--- src/rtl/game_pkg.sv ---
// Shared types and constants for the brick-breaker play controller.
package game_pkg;

    localparam int SCORE_W   = 10;
    localparam int SCORE_MAX = 999;
    localparam int LIVES_W   = 2;
    localparam int STATE_W   = 3;
    localparam int WAIT_W    = 16;

    localparam int DEF_NUM_BRICKS      = 6;
    localparam int DEF_TICK_DIV        = 833333;
    localparam int DEF_LIVES_INIT      = 3;
    localparam int DEF_LOST_TICKS      = 60;
    localparam int DEF_CLEAR_TICKS     = 120;
    localparam int SERVE_TIMEOUT_TICKS = 180;

    typedef enum logic [STATE_W-1:0] {
        ST_ATTRACT = 3'd0,
        ST_SERVE   = 3'd1,
        ST_PLAY    = 3'd2,
        ST_LOST    = 3'd3,
        ST_CLEARED = 3'd4,
        ST_OVER    = 3'd5
    } state_t;

endpackage

--- src/rtl/game_sequencer_if.sv ---
// Event inputs and control/status outputs between the sequencer (master) and the datapath (slave).
interface game_sequencer_if #(
    parameter int NUM_BRICKS = game_pkg::DEF_NUM_BRICKS
);
    import game_pkg::*;

    logic                  launch_btn;
    logic                  ball_lost;
    logic [NUM_BRICKS-1:0] brick_hit;
    logic [NUM_BRICKS-1:0] brick_exist;

    logic                  frame_tick;
    logic                  ball_step;
    logic                  brick_step;
    logic                  ball_hold;
    logic                  ball_start;
    logic                  brick_respawn;
    logic [LIVES_W-1:0]    lives;
    logic [SCORE_W-1:0]    score;
    logic [STATE_W-1:0]    state;
    logic                  game_over;

    modport master (
        input  launch_btn, ball_lost, brick_hit, brick_exist,
        output frame_tick, ball_step, brick_step, ball_hold, ball_start,
               brick_respawn, lives, score, state, game_over
    );

    modport slave (
        output launch_btn, ball_lost, brick_hit, brick_exist,
        input  frame_tick, ball_step, brick_step, ball_hold, ball_start,
               brick_respawn, lives, score, state, game_over
    );

endinterface

--- src/rtl/game_sequencer_frame_tick.sv ---
// Free-running divider: frame_tick_o is high for one cycle every TICK_DIV cycles (TICK_DIV >= 2).
module frame_tick_gen #(
    parameter int TICK_DIV = game_pkg::DEF_TICK_DIV
) (
    input  logic clk,
    input  logic rst,
    output logic frame_tick_o
);
    localparam int CW = (TICK_DIV > 2) ? $clog2(TICK_DIV) : 1;

    logic [CW-1:0] cnt_q, cnt_d;
    logic          tick_q, tick_d;

    // Tick is registered one count early so it lines up with the terminal count.
    always_comb begin
        cnt_d  = (cnt_q == CW'(TICK_DIV - 1)) ? '0 : cnt_q + CW'(1);
        tick_d = (cnt_q == CW'(TICK_DIV - 2));
    end

    always_ff @(posedge clk or posedge rst) begin
        if (rst) begin
            cnt_q  <= '0;
            tick_q <= 1'b0;
        end else begin
            cnt_q  <= cnt_d;
            tick_q <= tick_d;
        end
    end

    assign frame_tick_o = tick_q;

endmodule

--- src/rtl/game_sequencer.sv ---
// Play controller: game FSM, frame tick, lives/score bookkeeping and datapath step/launch strobes.
// Optional macro SERVE_TIMEOUT_EN: SERVE auto-launches after SERVE_TIMEOUT_TICKS frame ticks.
module game_sequencer
    import game_pkg::*;
#(
    parameter int TICK_DIV    = DEF_TICK_DIV,
    parameter int NUM_BRICKS  = DEF_NUM_BRICKS,
    parameter int LIVES_INIT  = DEF_LIVES_INIT,
    parameter int LOST_TICKS  = DEF_LOST_TICKS,
    parameter int CLEAR_TICKS = DEF_CLEAR_TICKS
) (
    input logic              clk,
    input logic              rst,
    game_sequencer_if.master bus
);
    logic frame_tick;

    frame_tick_gen #(.TICK_DIV(TICK_DIV)) u_frame_tick (
        .clk          (clk),
        .rst          (rst),
        .frame_tick_o (frame_tick)
    );

    state_t                state_q, state_d;
    logic [LIVES_W-1:0]    lives_q, lives_d;
    logic [SCORE_W-1:0]    score_q, score_d, score_sat;
    logic [SCORE_W:0]      score_sum;
    logic [WAIT_W-1:0]     wait_q, wait_d, wait_inc;
    logic                  btn_q, press;
    logic                  ball_start_q, ball_start_d;
    logic                  respawn_q, respawn_d;
    logic                  ball_step_q, brick_step_q, ball_hold_q, game_over_q;
    logic [NUM_BRICKS-1:0] bricks_left;

    assign press       = bus.launch_btn & ~btn_q;
    assign bricks_left = bus.brick_exist & ~bus.brick_hit;
    assign score_sum   = {1'b0, score_q} + (SCORE_W+1)'($countones(bus.brick_hit));
    assign score_sat   = (score_sum > (SCORE_W+1)'(SCORE_MAX)) ? SCORE_W'(SCORE_MAX)
                                                               : score_sum[SCORE_W-1:0];
    assign wait_inc    = wait_q + WAIT_W'(frame_tick);

    always_comb begin
        state_d      = state_q;
        lives_d      = lives_q;
        score_d      = score_q;
        wait_d       = wait_q;
        ball_start_d = 1'b0;
        respawn_d    = 1'b0;
        case (state_q)
            ST_ATTRACT: begin
                if (press) begin
                    state_d   = ST_SERVE;
                    lives_d   = LIVES_W'(LIVES_INIT);
                    score_d   = '0;
                    respawn_d = 1'b1;
                    wait_d    = '0;
                end
            end
            ST_SERVE: begin
                if (press) begin
                    state_d      = ST_PLAY;
                    ball_start_d = 1'b1;
                end
`ifdef SERVE_TIMEOUT_EN
                else begin
                    wait_d = wait_inc;
                    if (wait_inc == WAIT_W'(SERVE_TIMEOUT_TICKS)) begin
                        state_d      = ST_PLAY;
                        ball_start_d = 1'b1;
                    end
                end
`endif
            end
            ST_PLAY: begin
                // Hits are scored even in the cycle that clears the wall or loses the ball.
                score_d = score_sat;
                if (bricks_left == '0) begin
                    state_d = ST_CLEARED;
                    wait_d  = '0;
                end else if (bus.ball_lost) begin
                    state_d = ST_LOST;
                    lives_d = lives_q - LIVES_W'(1);
                    wait_d  = '0;
                end
            end
            ST_LOST: begin
                if (lives_q == '0) begin
                    state_d = ST_OVER;
                end else begin
                    wait_d = wait_inc;
                    if (wait_inc == WAIT_W'(LOST_TICKS)) begin
                        state_d = ST_SERVE;
                        wait_d  = '0;
                    end
                end
            end
            ST_CLEARED: begin
                wait_d = wait_inc;
                if (wait_inc == WAIT_W'(CLEAR_TICKS)) begin
                    state_d   = ST_SERVE;
                    respawn_d = 1'b1;
                    wait_d    = '0;
                end
            end
            ST_OVER: begin
                if (press) state_d = ST_ATTRACT;
            end
            default: state_d = ST_ATTRACT;
        endcase
    end

    always_ff @(posedge clk or posedge rst) begin
        if (rst) begin
            state_q      <= ST_ATTRACT;
            lives_q      <= LIVES_W'(LIVES_INIT);
            score_q      <= '0;
            wait_q       <= '0;
            btn_q        <= 1'b0;
            ball_start_q <= 1'b0;
            respawn_q    <= 1'b0;
            ball_step_q  <= 1'b0;
            brick_step_q <= 1'b0;
            ball_hold_q  <= 1'b1;
            game_over_q  <= 1'b0;
        end else begin
            state_q      <= state_d;
            lives_q      <= lives_d;
            score_q      <= score_d;
            wait_q       <= wait_d;
            btn_q        <= bus.launch_btn;
            ball_start_q <= ball_start_d;
            respawn_q    <= respawn_d;
            ball_step_q  <= frame_tick & (state_q == ST_PLAY);
            brick_step_q <= frame_tick & ((state_q == ST_PLAY) | (state_q == ST_CLEARED));
            ball_hold_q  <= (state_d != ST_PLAY);
            game_over_q  <= (state_d == ST_OVER);
        end
    end

    assign bus.frame_tick    = frame_tick;
    assign bus.ball_step     = ball_step_q;
    assign bus.brick_step    = brick_step_q;
    assign bus.ball_hold     = ball_hold_q;
    assign bus.ball_start    = ball_start_q;
    assign bus.brick_respawn = respawn_q;
    assign bus.lives         = lives_q;
    assign bus.score         = score_q;
    assign bus.state         = state_q;
    assign bus.game_over     = game_over_q;

endmodule

--- src/flat_wrapper.sv ---
// flat-port wrapper written by rule: the top's interface ports become plain ports
module game_sequencer_flat import game_pkg::*;
#(
    parameter int TICK_DIV    = DEF_TICK_DIV,
    parameter int NUM_BRICKS  = DEF_NUM_BRICKS,
    parameter int LIVES_INIT  = DEF_LIVES_INIT,
    parameter int LOST_TICKS  = DEF_LOST_TICKS,
    parameter int CLEAR_TICKS = DEF_CLEAR_TICKS
)
  (clk, rst, bus_launch_btn, bus_ball_lost, bus_brick_hit, bus_brick_exist, bus_frame_tick, bus_ball_step, bus_brick_step, bus_ball_hold, bus_ball_start, bus_brick_respawn, bus_lives, bus_score, bus_state, bus_game_over);
  game_sequencer_if #(.NUM_BRICKS(NUM_BRICKS)) bus_i ();
  input logic clk;
  input logic rst;
  input wire logic [$bits(bus_i.launch_btn)-1:0] bus_launch_btn;
  input wire logic [$bits(bus_i.ball_lost)-1:0] bus_ball_lost;
  input wire logic [$bits(bus_i.brick_hit)-1:0] bus_brick_hit;
  input wire logic [$bits(bus_i.brick_exist)-1:0] bus_brick_exist;
  output wire logic [$bits(bus_i.frame_tick)-1:0] bus_frame_tick;
  output wire logic [$bits(bus_i.ball_step)-1:0] bus_ball_step;
  output wire logic [$bits(bus_i.brick_step)-1:0] bus_brick_step;
  output wire logic [$bits(bus_i.ball_hold)-1:0] bus_ball_hold;
  output wire logic [$bits(bus_i.ball_start)-1:0] bus_ball_start;
  output wire logic [$bits(bus_i.brick_respawn)-1:0] bus_brick_respawn;
  output wire logic [$bits(bus_i.lives)-1:0] bus_lives;
  output wire logic [$bits(bus_i.score)-1:0] bus_score;
  output wire logic [$bits(bus_i.state)-1:0] bus_state;
  output wire logic [$bits(bus_i.game_over)-1:0] bus_game_over;
  assign bus_i.launch_btn = bus_launch_btn;
  assign bus_i.ball_lost = bus_ball_lost;
  assign bus_i.brick_hit = bus_brick_hit;
  assign bus_i.brick_exist = bus_brick_exist;
  assign bus_frame_tick = bus_i.frame_tick;
  assign bus_ball_step = bus_i.ball_step;
  assign bus_brick_step = bus_i.brick_step;
  assign bus_ball_hold = bus_i.ball_hold;
  assign bus_ball_start = bus_i.ball_start;
  assign bus_brick_respawn = bus_i.brick_respawn;
  assign bus_lives = bus_i.lives;
  assign bus_score = bus_i.score;
  assign bus_state = bus_i.state;
  assign bus_game_over = bus_i.game_over;
  game_sequencer #(.TICK_DIV(TICK_DIV), .NUM_BRICKS(NUM_BRICKS), .LIVES_INIT(LIVES_INIT), .LOST_TICKS(LOST_TICKS), .CLEAR_TICKS(CLEAR_TICKS)) u_core (.clk(clk), .rst(rst), .bus(bus_i));
endmodule
--- config.mk ---
export PLATFORM = sky130hd
export DESIGN_NAME = game_sequencer_flat
export DESIGN_NICKNAME = d
export VERILOG_FILES = /design/src/rtl/game_pkg.sv /design/src/rtl/game_sequencer_if.sv /design/src/rtl/game_sequencer_frame_tick.sv /design/src/rtl/game_sequencer.sv /design/src/flat_wrapper.sv
export SDC_FILE = /design/constraint.sdc
export NUM_CORES = 1
export LEC_CHECK = 0
export ABC_AREA = 1
export CELL_PAD_IN_SITES_DETAIL_PLACEMENT = 1
export CELL_PAD_IN_SITES_GLOBAL_PLACEMENT = 1
export CORE_MARGIN = 8
export CORE_UTILIZATION = 30
export DETAILED_ROUTE_END_ITERATION = 10
export GPL_TIMING_DRIVEN = 0
export PLACE_DENSITY = 0.67
export SLEW_MARGIN = 0
export SYNTH_ARGS = -nofsm -noshare
export SYNTH_HDL_FRONTEND = slang
export SYNTH_HIERARCHICAL = 1
export SYNTH_SLANG_ARGS = --single-unit
--- constraint.sdc ---
create_clock -name clk -period 2.6 [get_ports clk]
set_input_delay 0.39 -clock clk [delete_from_list [all_inputs] [get_ports clk]]
set_output_delay 0.39 -clock clk [all_outputs]
set_load 0.01 [all_outputs]
==> qor.txt, run 1 <==
CLOCK TREE
--------------------------------------------------------------------------------
Clock network latency to the later pin of the worst-skew pair .....      0.33 ns
Number of buffers created by CTS ..................................            9
Clock tree buffer depth ...........................................            2
Sinks on Clock Net ................................................           59
TritonCTS clock tree ..............................................        built
Root buffer cell .................................................. sky130_fd_sc_hd__clkbuf_16
Number of hold-repair buffers added at the cts stage ..............            0
Number of levels in the clock H-tree ..............................            3
Clock transition at path regs .....................................      0.05 ns

TIMING
--------------------------------------------------------------------------------
Highest attainable clock frequency ................................      320 MHz
Crit path setup slack, layout .....................................    -0.530 ns
Hold Slack ........................................................     0.490 ns
Setup repair after global routing missed its margin ...............         true
Clock skew ........................................................   0.00652 ns
Max-slew violation count ..........................................            0
Final setup violation count .......................................           10
Hold Fails Final Rpt ..............................................            0
Min Tclk post-route ...............................................      3.13 ns
Share of the clock period used by the worst path after layout .....         120%
Normalized max-slew margin ........................................        42.8%
Worst-Margin Slew .................................................     0.856 ns

GLOBAL ROUTING
--------------------------------------------------------------------------------
Number of antenna violations at the first check in global routing .            0
Global-route wire length before repair ............................      17.4 mm
Via count of the first global-routing pass ........................         3633
GR Overflow Total .................................................            0
Total track usage .................................................        13.4%
Largest net degree at the start of global routing .................           39

HOLD PATH
--------------------------------------------------------------------------------
Type of the worst min-delay path ..................................      reg2reg

LOGIC SYNTHESIS
--------------------------------------------------------------------------------
Count of distinct cell types in the synthesized netlist ...........           32
Leading cell type by number of instances after synthesis .......... sky130_fd_sc_hd__nand2_1
Ranking of synthesized cells by instance count .................... 131 x sky130_fd_sc_hd__nand2_1, 77 x sky130_fd_sc_hd__inv_1, 76 x sky130_fd_sc_hd__nor2_1
Sequential fraction of the synthesis area .........................        39.9%
Number of enable-type register cells in the synthesized netlist ...            0
Number of nets produced by synthesis ..............................          538
Number of standard cells after synthesis ..........................          510
Cell types with the largest area share after synthesis ............ sky130_fd_sc_hd__dfrtp_1 38%, sky130_fd_sc_hd__nand2_1 13%, sky130_fd_sc_hd__inv_1 7.8%
Async SR Flop Fraction ............................................         100%
Number of warnings reported in the yosys synthesis log ............            6
Number of register bits inferred by synthesis .....................           59
Area fraction of the dominant cell type after synthesis ...........        37.8%
Top cell type by total area after synthesis ....................... sky130_fd_sc_hd__dfrtp_1
Average cell area after synthesis .................................   7.27 sq um
Primary flip-flop cell chosen by synthesis mapping ................ sky130_fd_sc_hd__dfrtp_1
Post-Synthesis Cell Area ..........................................   3710 sq um

ROUTING
--------------------------------------------------------------------------------
First-pass DRT Iterations .........................................            4
Final Routed Wirelength ...........................................      10.1 mm
Post-detailed-route via-to-cell ratio .............................         4.60
Wire length per cell after detailed routing .......................      13.6 um
Antenna-violating nets left .......................................            0
Total via count in the routed design ..............................         3396
DRT iter0 DRCs ....................................................          129
Remaining routing DRC violations ..................................            0

SETUP PATH
--------------------------------------------------------------------------------
Nature of the critical path startpoint ............................   input port
Data required, critical path ......................................      2.86 ns
Data arrival time at the worst-slack endpoint .....................      3.39 ns
Crit path kind ....................................................       in2reg
Crit path max fanout ..............................................            4
Kind of end point of the critical path ............................         flop

FLOORPLAN
--------------------------------------------------------------------------------
Die ar. ...........................................................  16200 sq um
Top-Level Pins ....................................................           38
Initial Utilization ...............................................        30.7%
Die Y-Extent ......................................................       127 um
Die outline width .................................................       127 um
Floorplan core area ...............................................  12100 sq um
Std cell rows .....................................................           40

FINAL LAYOUT
--------------------------------------------------------------------------------
Total number of nets in the final design ..........................          593
Post-route cell area ..............................................   4680 sq um
Layout Area Growth over Synthesis .................................        26.2%
Layout cell share with drive strength beyond 1 ....................        13.0%
Number of antenna repair diodes ...................................            0

RUN
--------------------------------------------------------------------------------
Max-cap check violation count .....................................            0

POWER AND IR DROP
--------------------------------------------------------------------------------
Leakage ...........................................................      2.26 nW
Peak ir drop on the vdd network ...................................       443 uV
Total power consumption of the routed design ......................      3.39 mW
Cell Pwr Density ..................................................  725 nW/um^2

STATUS
--------------------------------------------------------------------------------
Failing checks .................................................... negative setup slack
Result of the run ................................................. finished, violations left

PLACED DESIGN
--------------------------------------------------------------------------------
Estimated wirelength of the detail-placed design ..................      7.55 mm
Placed cell area ..................................................   4300 sq um
Count of buffers inserted at the top-level ports ..................           37
Routability-driven placement congestion ratio .....................        0.769

through the flow:
step / utilization, % / cells / setup WS [ns] / setup TNS [ns]
3_5_place_dp: 35.6 / 715 / -1.37 / -12.93
5_1_grt: 38.8 / 738 / -0.768 / -7.74
2_1_floorplan: - / 510 / -0.539 / -4.64
6_report: 38.8 / 738 / -0.530 / -4.83
4_1_cts: 38.5 / 737 / -0.637 / -5.67
3_3_place_gp: 35.6 / 715 / -1.30 / -12.35
critical path, stage by stage:
cell	delay (ns)
sky130_fd_sc_hd__buf_2	0.12
sky130_fd_sc_hd__fa_1	0.51
sky130_fd_sc_hd__inv_1	0.05
sky130_fd_sc_hd__fa_1	0.45
sky130_fd_sc_hd__fa_2	0.37
sky130_fd_sc_hd__fa_2	0.38
sky130_fd_sc_hd__o21ai_4	0.16
sky130_fd_sc_hd__nand2_1	0.08
sky130_fd_sc_hd__o21bai_1	0.12
sky130_fd_sc_hd__nand2_1	0.08
sky130_fd_sc_hd__nor2_1	0.11
sky130_fd_sc_hd__nand4_1	0.19
sky130_fd_sc_hd__buf_6	0.19
sky130_fd_sc_hd__nand3_1	0.06
sky130_fd_sc_hd__nand2_1	0.05
sky130_fd_sc_hd__nand2_1	0.07
layout make-up:
cell class,count,area [sq um]
Fill cell,1493,7380
Multi-Input combinational cell,369,1970
Sequential cell,59,1480
Timing Repair Buffer,44,418
Inverter,78,293
Clock buffer,12,256
Tap cell,168,210
Clock inverter,4,25.0
Buffer,4,23.8
sequential cells by signal (all words and copies together) (netlist names):
name and flops:
u_core/bus.brick_step 1, u_core/bus.score 10, u_core/bus.ball_step 1, u_core/bus.state 3
u_core/bus.brick_respawn 1, u_core/btn_q 1, u_core/wait_q 16, u_core/bus.ball_start 1
u_core/u_frame_tick/cnt_q 20, u_core/bus.ball_hold 1, u_core/bus.game_over 1, u_core/bus.lives 2
u_core/u_frame_tick/frame_tick_o 1
logic make-up (layout without fill, tap and decap cells):
family                   after synthesis  count (layout)  share of synthesized area (%)
AND/OR/NAND/NOR                      300             300                           36.2
buffers and inverters                 82             142                           8.54
flip-flops                            59              59                           39.9
AO/OA/AOI/OAI                         36              36                           5.50
XOR/XNOR                              21              21                           4.96
adder cells (fa/ha/maj)               12              12                           4.86
cells in the final DEF, fill, tap and decap left out, drive strengths merged:
master / n
nand3: 46
dfstp: 3
xor2: 17
or2: 3
buf: 12
nor2: 91
nor3: 4
clkbuf: 14
xnor2: 4
o21a: 1
o21ai: 17
a21oi: 7
clkinvlp: 2
a32o: 1
nand2: 141
a31oi: 1
o21bai: 3
ha: 8
inv: 78
clkinv: 2
dfrtp: 56
fa: 4
nand4: 11
nand3b: 3
clkdlybuf4s50: 34
and2: 1
o22ai: 6
path summary, 6_finish.rpt:
kind	slack, ns	cells after the start	endpoint	from
setup / recovery	-0.53	16	u_core/bus.score[0]	bus_brick_hit[1]
hold reg to reg	0.49	2	u_core/wait_q[0]	u_core/wait_q[0]
hold / removal	0.49	2	u_core/wait_q[0]	u_core/wait_q[0]
setup reg to reg	-0.24	14	u_core/bus.score[0]	u_core/bus.score[0]
max in group asynchronous	1.47	2	u_core/wait_q[7]	rst
min in group asynchronous	0.57	2	u_core/u_frame_tick/cnt_q[5]	rst
per-layer routing:
metal / wire length (um) / up-vias / GRT usage (%)
met5: 0 / - / 0
met4: 124 / 0 / 3.78
met3: 229 / 10 / 3.20
met2: 5000 / 25 / 23.4
met1: 4710 / 1655 / 15.9
li1: - / 1706 / -
repair_timing:
| item | CTS | global route |
|---|---|---|
| resized for setup | 19 | 8 |
| pin swaps | 10 | 13 |
| endpoints found under the hold margin | 0 | 0 |
| setup endpoints to repair | 10 | 23 |
| buffers inserted | 6 | 1 |
power by group:
group | switching, mW | leakage (nW) | internal [mW]
sequential | 0.0894 | 0.789 | 1.03
clock | 0.415 | 0.135 | 0.692
combinational | 0.715 | 1.33 | 0.455
total | 1.22 | 2.26 | 2.17
(Power assumes the default switching activity.)
==> run 2: changes to the inputs <==
--- a/config.mk
+++ b/config.mk
@@ -6,7 +6,7 @@
 export NUM_CORES = 1
 export LEC_CHECK = 0
 export ABC_AREA = 1
-export CELL_PAD_IN_SITES_DETAIL_PLACEMENT = 1
+export CELL_PAD_IN_SITES_DETAIL_PLACEMENT = 0
 export CELL_PAD_IN_SITES_GLOBAL_PLACEMENT = 1
 export CORE_MARGIN = 8
 export CORE_UTILIZATION = 30
@@ -18,3 +18,4 @@
 export SYNTH_HDL_FRONTEND = slang
 export SYNTH_HIERARCHICAL = 1
 export SYNTH_SLANG_ARGS = --single-unit
+export TNS_END_PERCENT = 1
==> run 2 against run 1 <==
Net effect: highest routed layer unchanged; first-iteration DRC count increased by 54%; global-route usage decreased by 1.2 points; utilization about the same; the flow still finishes with violations (negative setup slack).
==> qor.txt, run 2 (synthesis gave the netlist of run 1 again) <==
STATUS
--------------------------------------------------------------------------------
Result of the run ................................................. finished, violations left   unchanged
Failing checks .................................................... negative setup slack   unchanged

HOLD PATH
--------------------------------------------------------------------------------
Depth of the worst hold-timing path ...............................            2   unchanged
Type of the worst min-delay path ..................................      reg2reg   unchanged
Hold path startpoint .............................................. u_core/wait_q[0]   unchanged
Hold Crit Endpoint ................................................ u_core/wait_q[0]   unchanged

ROUTING
--------------------------------------------------------------------------------
Remaining routing DRC violations ..................................            0   unchanged
DRT iter0 DRCs ....................................................          199   was 129
Final Routed Wirelength ...........................................      9.18 mm   was 10.1 mm
First-pass DRT Iterations .........................................            4   unchanged
Post-detailed-route via-to-cell ratio .............................         4.51   was 4.60
Wire length per cell after detailed routing .......................      12.4 um   was 13.6 um
Antenna-violating nets left .......................................            0   unchanged
Total via count in the routed design ..............................         3329   was 3396

PLACED DESIGN
--------------------------------------------------------------------------------
Routability-driven placement congestion ratio .....................        0.814   was 0.769
Estimated wirelength of the detail-placed design ..................      6.73 mm   was 7.55 mm
Count of buffers inserted at the top-level ports ..................           37   unchanged
Post-placement worst setup slack ..................................     -1.32 ns   was -1.37 ns
Placed cell area ..................................................   4300 sq um   unchanged

FINAL LAYOUT
--------------------------------------------------------------------------------
Total number of nets in the final design ..........................          593   unchanged
Register with the most flip-flops ................................. u_core/u_frame_tick/cnt_q   unchanged
Number of antenna repair diodes ...................................            0   unchanged
Commonest cells after routing, fill and taps aside ................ 130 x sky130_fd_sc_hd__nand2_1, 76 x sky130_fd_sc_hd__inv_1, 74 x sky130_fd_sc_hd__nor2_1, 56 x sky130_fd_sc_hd__dfrtp_1, 41 x sky130_fd_sc_hd__nand3_1   was 131 x sky130_fd_sc_hd__nand2_1, 75 x sky130_fd_sc_hd__inv_1, 73 x sky130_fd_sc_hd__nor2_1, 56 x sky130_fd_sc_hd__dfrtp_1, 39 x sky130_fd_sc_hd__nand3_1
Layout cell share with drive strength beyond 1 ....................        12.6%   was 13.0%
Number of flip-flops under the largest register name ..............           20   unchanged
Most common library cell in the layout ignoring fill and taps ..... sky130_fd_sc_hd__nand2_1   unchanged
Post-route cell area ..............................................   4680 sq um   about the same
Layout Area Growth over Synthesis .................................        26.1%   was 26.2%

FLOORPLAN
--------------------------------------------------------------------------------
Std cell rows .....................................................           40   unchanged
Die outline width .................................................       127 um   unchanged
Die ar. ...........................................................  16200 sq um   unchanged
Top-Level Pins ....................................................           38   unchanged
Die Y-Extent ......................................................       127 um   unchanged
Initial Utilization ...............................................        30.7%   unchanged
Floorplan core area ...............................................  12100 sq um   unchanged

GLOBAL ROUTING
--------------------------------------------------------------------------------
Via count of the first global-routing pass ........................         3311   was 3633
Busiest metal layer after global routing ..........................         met2   unchanged
Total track usage .................................................        12.2%   was 13.4%
GR Overflow Total .................................................            0   unchanged
M1 GR Usage .......................................................        15.5%   was 15.9%
Number of antenna violations at the first check in global routing .            0   unchanged
Global-route wire length before repair ............................      16.1 mm   was 17.4 mm
Largest net degree at the start of global routing .................           39   unchanged
GR Util met3 ......................................................        3.20%   unchanged
Met2 Track Usage GR ...............................................        19.7%   was 23.4%

CLOCK TREE
--------------------------------------------------------------------------------
Clock network latency to the later pin of the worst-skew pair .....      0.32 ns   was 0.33 ns
Number of hold-repair buffers added at the cts stage ..............            0   unchanged
Clock transition at path regs .....................................      0.05 ns   about the same
Number of buffers created by CTS ..................................            9   unchanged
Root buffer cell .................................................. sky130_fd_sc_hd__clkbuf_16   unchanged
Number of levels in the clock H-tree ..............................            3   unchanged
Clock tree buffer depth ...........................................            2   unchanged
TritonCTS clock tree ..............................................        built   unchanged
Sinks on Clock Net ................................................           59   unchanged

TIMING
--------------------------------------------------------------------------------
Min Tclk post-route ...............................................      3.13 ns   about the same
Highest attainable clock frequency ................................      320 MHz   about the same
Worst-Margin Slew .................................................     0.863 ns   was 0.856 ns
Crit path setup slack, layout .....................................    -0.529 ns   was -0.530 ns
Share of the clock period used by the worst path after layout .....         120%   about the same
Setup TNS .........................................................     -4.55 ns   was -4.83 ns
Max-slew violation count ..........................................            0   unchanged
Hold Fails Final Rpt ..............................................            0   unchanged
Setup repair after global routing missed its margin ...............         true   unchanged
Normalized max-slew margin ........................................        41.8%   was 42.8%
Clock skew ........................................................   0.00770 ns   was 0.00652 ns
Final setup violation count .......................................           10   unchanged

SETUP PATH
--------------------------------------------------------------------------------
Data required, critical path ......................................      2.81 ns   was 2.86 ns
R2R depth .........................................................           13   was 14
Slack of the worst reg-to-reg path ................................     -0.22 ns   was -0.24 ns
Crit path max fanout ..............................................            3   was 4
Source of the worst register-to-register timing path .............. u_core/bus.score[0]   unchanged
Nature of the critical path startpoint ............................   input port   unchanged
Crit path kind ....................................................       in2reg   unchanged
Data arrival time at the worst-slack endpoint .....................      3.34 ns   was 3.39 ns
Endpoint of the lowest-slack register-to-register path ............ u_core/bus.score[2]   was u_core/bus.score[0]
Kind of end point of the critical path ............................         flop   unchanged

POWER AND IR DROP
--------------------------------------------------------------------------------
Total power consumption of the routed design ......................      3.37 mW   was 3.39 mW
Cell Pwr Density ..................................................  720 nW/um^2   was 725 nW/um^2
Peak ir drop on the vdd network ...................................       357 uV   was 443 uV
Leakage ...........................................................      2.25 nW   was 2.26 nW

RUN
--------------------------------------------------------------------------------
Max-cap check violation count .....................................            0   unchanged

[run 2: how the worst max path moves through the flow]
stage                                      to  slack, ns  cells after the start        startpoint
after floorplan           u_core/bus.score[3]      -0.54                     15  bus_brick_hit[0]
after global placement    u_core/bus.score[3]      -1.28                     16  bus_brick_hit[0]
after detailed placement  u_core/bus.score[3]      -1.32                     16  bus_brick_hit[0]
after CTS                 u_core/bus.score[3]      -0.70                     16  bus_brick_hit[0]
after global routing      u_core/bus.score[6]      -0.62                     16  bus_brick_hit[3]
final                     u_core/bus.score[2]      -0.53                     15  bus_brick_hit[3]
[run 2: critical path, stage by stage]
cell                      delay [ns]
sky130_fd_sc_hd__buf_6          0.09
sky130_fd_sc_hd__fa_1           0.54
sky130_fd_sc_hd__inv_1          0.05
sky130_fd_sc_hd__fa_1           0.46
sky130_fd_sc_hd__fa_2           0.37
sky130_fd_sc_hd__fa_2           0.38
sky130_fd_sc_hd__o21ai_4        0.16
sky130_fd_sc_hd__buf_4          0.13
sky130_fd_sc_hd__xor2_1         0.16
sky130_fd_sc_hd__nand2_1        0.09
sky130_fd_sc_hd__nand4_1        0.16
sky130_fd_sc_hd__buf_4          0.16
sky130_fd_sc_hd__nand3_2        0.05
sky130_fd_sc_hd__nand2_1        0.06
sky130_fd_sc_hd__nand2_1        0.07
[run 2: repair_timing]
action / 4_1_cts / 5_1_grt
gates resized for setup: 15 / 12
buffers inserted: 5 / 2
pin swaps: 9 / 12
endpoints found under the setup margin: 10 / 20
[run 2: routing by layer]
metal,wire [um],vias to the layer above
li1,-,1709
met1,4400,1557
met2,4310,50
met3,314,13
met4,152,0
met5,0,-
[run 2: area by class of cell]
type                    count  area, sq um
plain buffers               4         23.8
clock buffers              14          264
clock inverters             2         10.0
fillers                  1247         7380
inverters                  78          293
multi-input cells         369         1980
flip-flops and latches     59         1480
well taps                 168          210
repair buffers             44          420
[run 2: power by group]
group          switching (mW)  total (mW)  internal (mW)  leakage [nW]
clock network           0.403        1.10          0.694         0.137
logic                   0.708        1.15          0.446          1.33
registers              0.0878        1.12           1.03         0.789
[run 2: stage by stage]
step | util [%] | hold slack, ns | instances
after CTS | 38.2 | 0.496 | 736
after floorplan | - | 0.367 | 510
after detailed placement | 35.6 | 0.485 | 715
after global routing | 38.8 | 0.534 | 738
after global placement | 35.6 | 0.475 | 715
final | 38.8 | 0.491 | 738
==> run 3: changes to the inputs <==
--- a/config.mk
+++ b/config.mk
@@ -11,7 +11,9 @@
 export CORE_MARGIN = 8
 export CORE_UTILIZATION = 30
 export DETAILED_ROUTE_END_ITERATION = 10
+export GPL_ROUTABILITY_DRIVEN = 0
 export GPL_TIMING_DRIVEN = 0
+export MAX_ROUTING_LAYER = met4
 export PLACE_DENSITY = 0.67
 export SLEW_MARGIN = 0
 export SYNTH_ARGS = -nofsm -noshare
==> run 3 against run 2 <==
Net effect: the run still ends with negative setup slack left; via count down 0.15%; largest power group unchanged; worst hold slack barely moved; highest routed layer unchanged; clock power hardly changed; sequential power is essentially flat; critical path depth unchanged; count of clock-buffer cells in the layout unchanged; total power about the same; setup slack hardly changed; flip-flop and latch count unchanged.
==> qor.txt, run 3 (synthesis gave the netlist of run 1 again) <==
TIMING
--------------------------------------------------------------------------------
Setup TNS .........................................................     -4.55 ns   about the same
Final setup violation count .......................................           10   unchanged
Min Tclk post-route ...............................................      3.13 ns   about the same
Share of the clock period used by the worst path after layout .....         120%   about the same
Worst-Margin Slew .................................................     0.878 ns   was 0.863 ns
Crit path setup slack, layout .....................................    -0.530 ns   was -0.529 ns
Hold Fails Final Rpt ..............................................            0   unchanged
Normalized max-slew margin ........................................        41.5%   was 41.8%
Clock skew ........................................................   0.00732 ns   was 0.00770 ns
Setup repair after global routing missed its margin ...............         true   unchanged
Max-slew violation count ..........................................            0   unchanged
Highest attainable clock frequency ................................      320 MHz   about the same

FLOORPLAN
--------------------------------------------------------------------------------
Die Y-Extent ......................................................       127 um   unchanged
Std cell rows .....................................................           40   unchanged
Die ar. ...........................................................  16200 sq um   unchanged
Initial Utilization ...............................................        30.7%   unchanged
Top-Level Pins ....................................................           38   unchanged
Die outline width .................................................       127 um   unchanged
Floorplan core area ...............................................  12100 sq um   unchanged

CLOCK TREE
--------------------------------------------------------------------------------
Clock transition at path regs .....................................      0.05 ns   about the same
TritonCTS clock tree ..............................................        built   unchanged
Root buffer cell .................................................. sky130_fd_sc_hd__clkbuf_16   unchanged
Sinks on Clock Net ................................................           59   unchanged
Number of levels in the clock H-tree ..............................            3   unchanged
Clock tree buffer depth ...........................................            2   unchanged
Clock network latency to the later pin of the worst-skew pair .....      0.32 ns   about the same
Number of buffers created by CTS ..................................            9   unchanged

GLOBAL ROUTING
--------------------------------------------------------------------------------
Largest net degree at the start of global routing .................           39   unchanged
Via count of the first global-routing pass ........................         3313   was 3311
Number of antenna violations at the first check in global routing .            0   unchanged
Total track usage .................................................        12.5%   was 12.2%
Global-route wire length before repair ............................      16.1 mm   unchanged
GR Overflow Total .................................................            0   unchanged

ROUTING
--------------------------------------------------------------------------------
Remaining routing DRC violations ..................................            0   unchanged
Post-detailed-route via-to-cell ratio .............................         4.50   was 4.51
Routed wl met2 ....................................................      4.29 mm   was 4.31 mm
DRT iter0 DRCs ....................................................          194   was 199
Uppermost signal routing layer after detailed routing .............         met4   unchanged
Wire length the detailed router placed on met1 ....................      4.47 mm   was 4.40 mm
Final Routed Wirelength ...........................................      9.19 mm   was 9.18 mm
Met3 wirelength from detailed routing .............................       273 um   was 314 um
Antenna-violating nets left .......................................            0   unchanged
First-pass DRT Iterations .........................................            4   unchanged
Total via count in the routed design ..............................         3324   was 3329
Wire length per cell after detailed routing .......................      12.4 um   about the same

PLACED DESIGN
--------------------------------------------------------------------------------
Count of buffers inserted at the top-level ports ..................           37   unchanged
Estimated wirelength of the detail-placed design ..................      6.73 mm   unchanged
Post-placement cell count .........................................          715   unchanged

SETUP PATH
--------------------------------------------------------------------------------
Setup crit start .................................................. bus_brick_hit[3]   unchanged
Endpoint of the lowest-slack register-to-register path ............ u_core/bus.score[2]   unchanged
R2R depth .........................................................           13   unchanged
Source of the worst register-to-register timing path .............. u_core/bus.score[0]   unchanged
Crit path max fanout ..............................................            3   unchanged
Kind of end point of the critical path ............................         flop   unchanged
Nature of the critical path startpoint ............................   input port   unchanged
Data required, critical path ......................................      2.81 ns   about the same
Crit path kind ....................................................       in2reg   unchanged
Setup crit end .................................................... u_core/bus.score[2]   unchanged
Data arrival time at the worst-slack endpoint .....................      3.34 ns   about the same
Slack of the worst reg-to-reg path ................................     -0.22 ns   about the same

FINAL LAYOUT
--------------------------------------------------------------------------------
Number of antenna repair diodes ...................................            0   unchanged
Cell Count, Final, Fillers Out ....................................          738   unchanged
Register with the most flip-flops ................................. u_core/u_frame_tick/cnt_q   unchanged
Number of flip-flops under the largest register name ..............           20   unchanged
Layout Area Growth over Synthesis .................................        26.1%   unchanged
Commonest cells after routing, fill and taps aside ................ 130 x sky130_fd_sc_hd__nand2_1, 76 x sky130_fd_sc_hd__inv_1, 74 x sky130_fd_sc_hd__nor2_1, 56 x sky130_fd_sc_hd__dfrtp_1, 41 x sky130_fd_sc_hd__nand3_1   unchanged
Layout cell share with drive strength beyond 1 ....................        12.6%   unchanged
Most common library cell in the layout ignoring fill and taps ..... sky130_fd_sc_hd__nand2_1   unchanged
Total number of nets in the final design ..........................          593   unchanged

STATUS
--------------------------------------------------------------------------------
Result of the run ................................................. finished, violations left   unchanged
Failing checks .................................................... negative setup slack   unchanged

POWER AND IR DROP
--------------------------------------------------------------------------------
Peak ir drop on the vdd network ...................................       355 uV   was 357 uV
Cell Pwr Density ..................................................  720 nW/um^2   about the same
Leakage ...........................................................      2.25 nW   unchanged

HOLD PATH
--------------------------------------------------------------------------------
Type of the worst min-delay path ..................................      reg2reg   unchanged

RUN
--------------------------------------------------------------------------------
Max-cap check violation count .....................................            0   unchanged

[run 3: layer usage]
| layer | GRT usage, % | vias to the layer above |
|---|---|---|
| met5 | - | - |
| met4 | 3.71 | 0 |
| met3 | 3.04 | 12 |
| met2 | 19.7 | 52 |
| met1 | 15.6 | 1551 |
| li1 | - | 1709 |
[run 3: worst min path at each step]
stage                                         endpoint                 from  slack (ns)  cells after the start
after global routing               u_core/bus.score[0]  u_core/bus.score[0]        0.53                      2
after floorplan           u_core/u_frame_tick/cnt_q[0]                  rst        0.37                      1
after detailed placement              u_core/wait_q[0]     u_core/wait_q[0]        0.49                      2
final                                 u_core/wait_q[0]     u_core/wait_q[0]        0.49                      2
after global placement                u_core/wait_q[0]     u_core/wait_q[0]        0.48                      2
after CTS                             u_core/wait_q[0]     u_core/wait_q[0]        0.50                      2
[run 3: cell type report]
type	count	area (sq um)
fill	1247	7380
clock inverter	2	10.0
clock buffer	14	264
multi-input combinational	369	1980
sequential	59	1480
timing repair buffer	44	420
buffer	4	23.8
inverter	78	293
tap	168	210
[run 3: worst max-delay path: stages]
cell	delay (ns)
sky130_fd_sc_hd__buf_6	0.09
sky130_fd_sc_hd__fa_1	0.54
sky130_fd_sc_hd__inv_1	0.05
sky130_fd_sc_hd__fa_1	0.46
sky130_fd_sc_hd__fa_2	0.37
sky130_fd_sc_hd__fa_2	0.38
sky130_fd_sc_hd__o21ai_4	0.16
sky130_fd_sc_hd__buf_4	0.13
sky130_fd_sc_hd__xor2_1	0.16
sky130_fd_sc_hd__nand2_1	0.09
sky130_fd_sc_hd__nand4_1	0.16
sky130_fd_sc_hd__buf_4	0.16
sky130_fd_sc_hd__nand3_2	0.05
sky130_fd_sc_hd__nand2_1	0.06
sky130_fd_sc_hd__nand2_1	0.07
[run 3: stage by stage]
step	area (sq um)	hold WS [ns]	setup WS, ns	power (mW)	util, %
after detailed placement	4300	0.485	-1.32	2.25	35.6
after floorplan	3720	0.367	-0.539	1.79	-
final	4680	0.491	-0.530	3.37	38.8
after CTS	4610	0.496	-0.703	3.40	38.2
after global routing	4680	0.534	-0.622	3.59	38.8
after global placement	4300	0.475	-1.28	2.24	35.6
[run 3: repair_timing]
action | CTS | global route
setup endpoints to repair | 10 | 20
hold buffers | 0 | 0
pin swaps | 9 | 12
gates resized for setup | 15 | 12
setup buffers | 5 | 2
[run 3: report_power, final]
part / internal (mW) / total (mW) / switching (mW)
combinational: 0.446 / 1.16 / 0.711
clock: 0.694 / 1.10 / 0.402
sequential: 1.03 / 1.12 / 0.0879
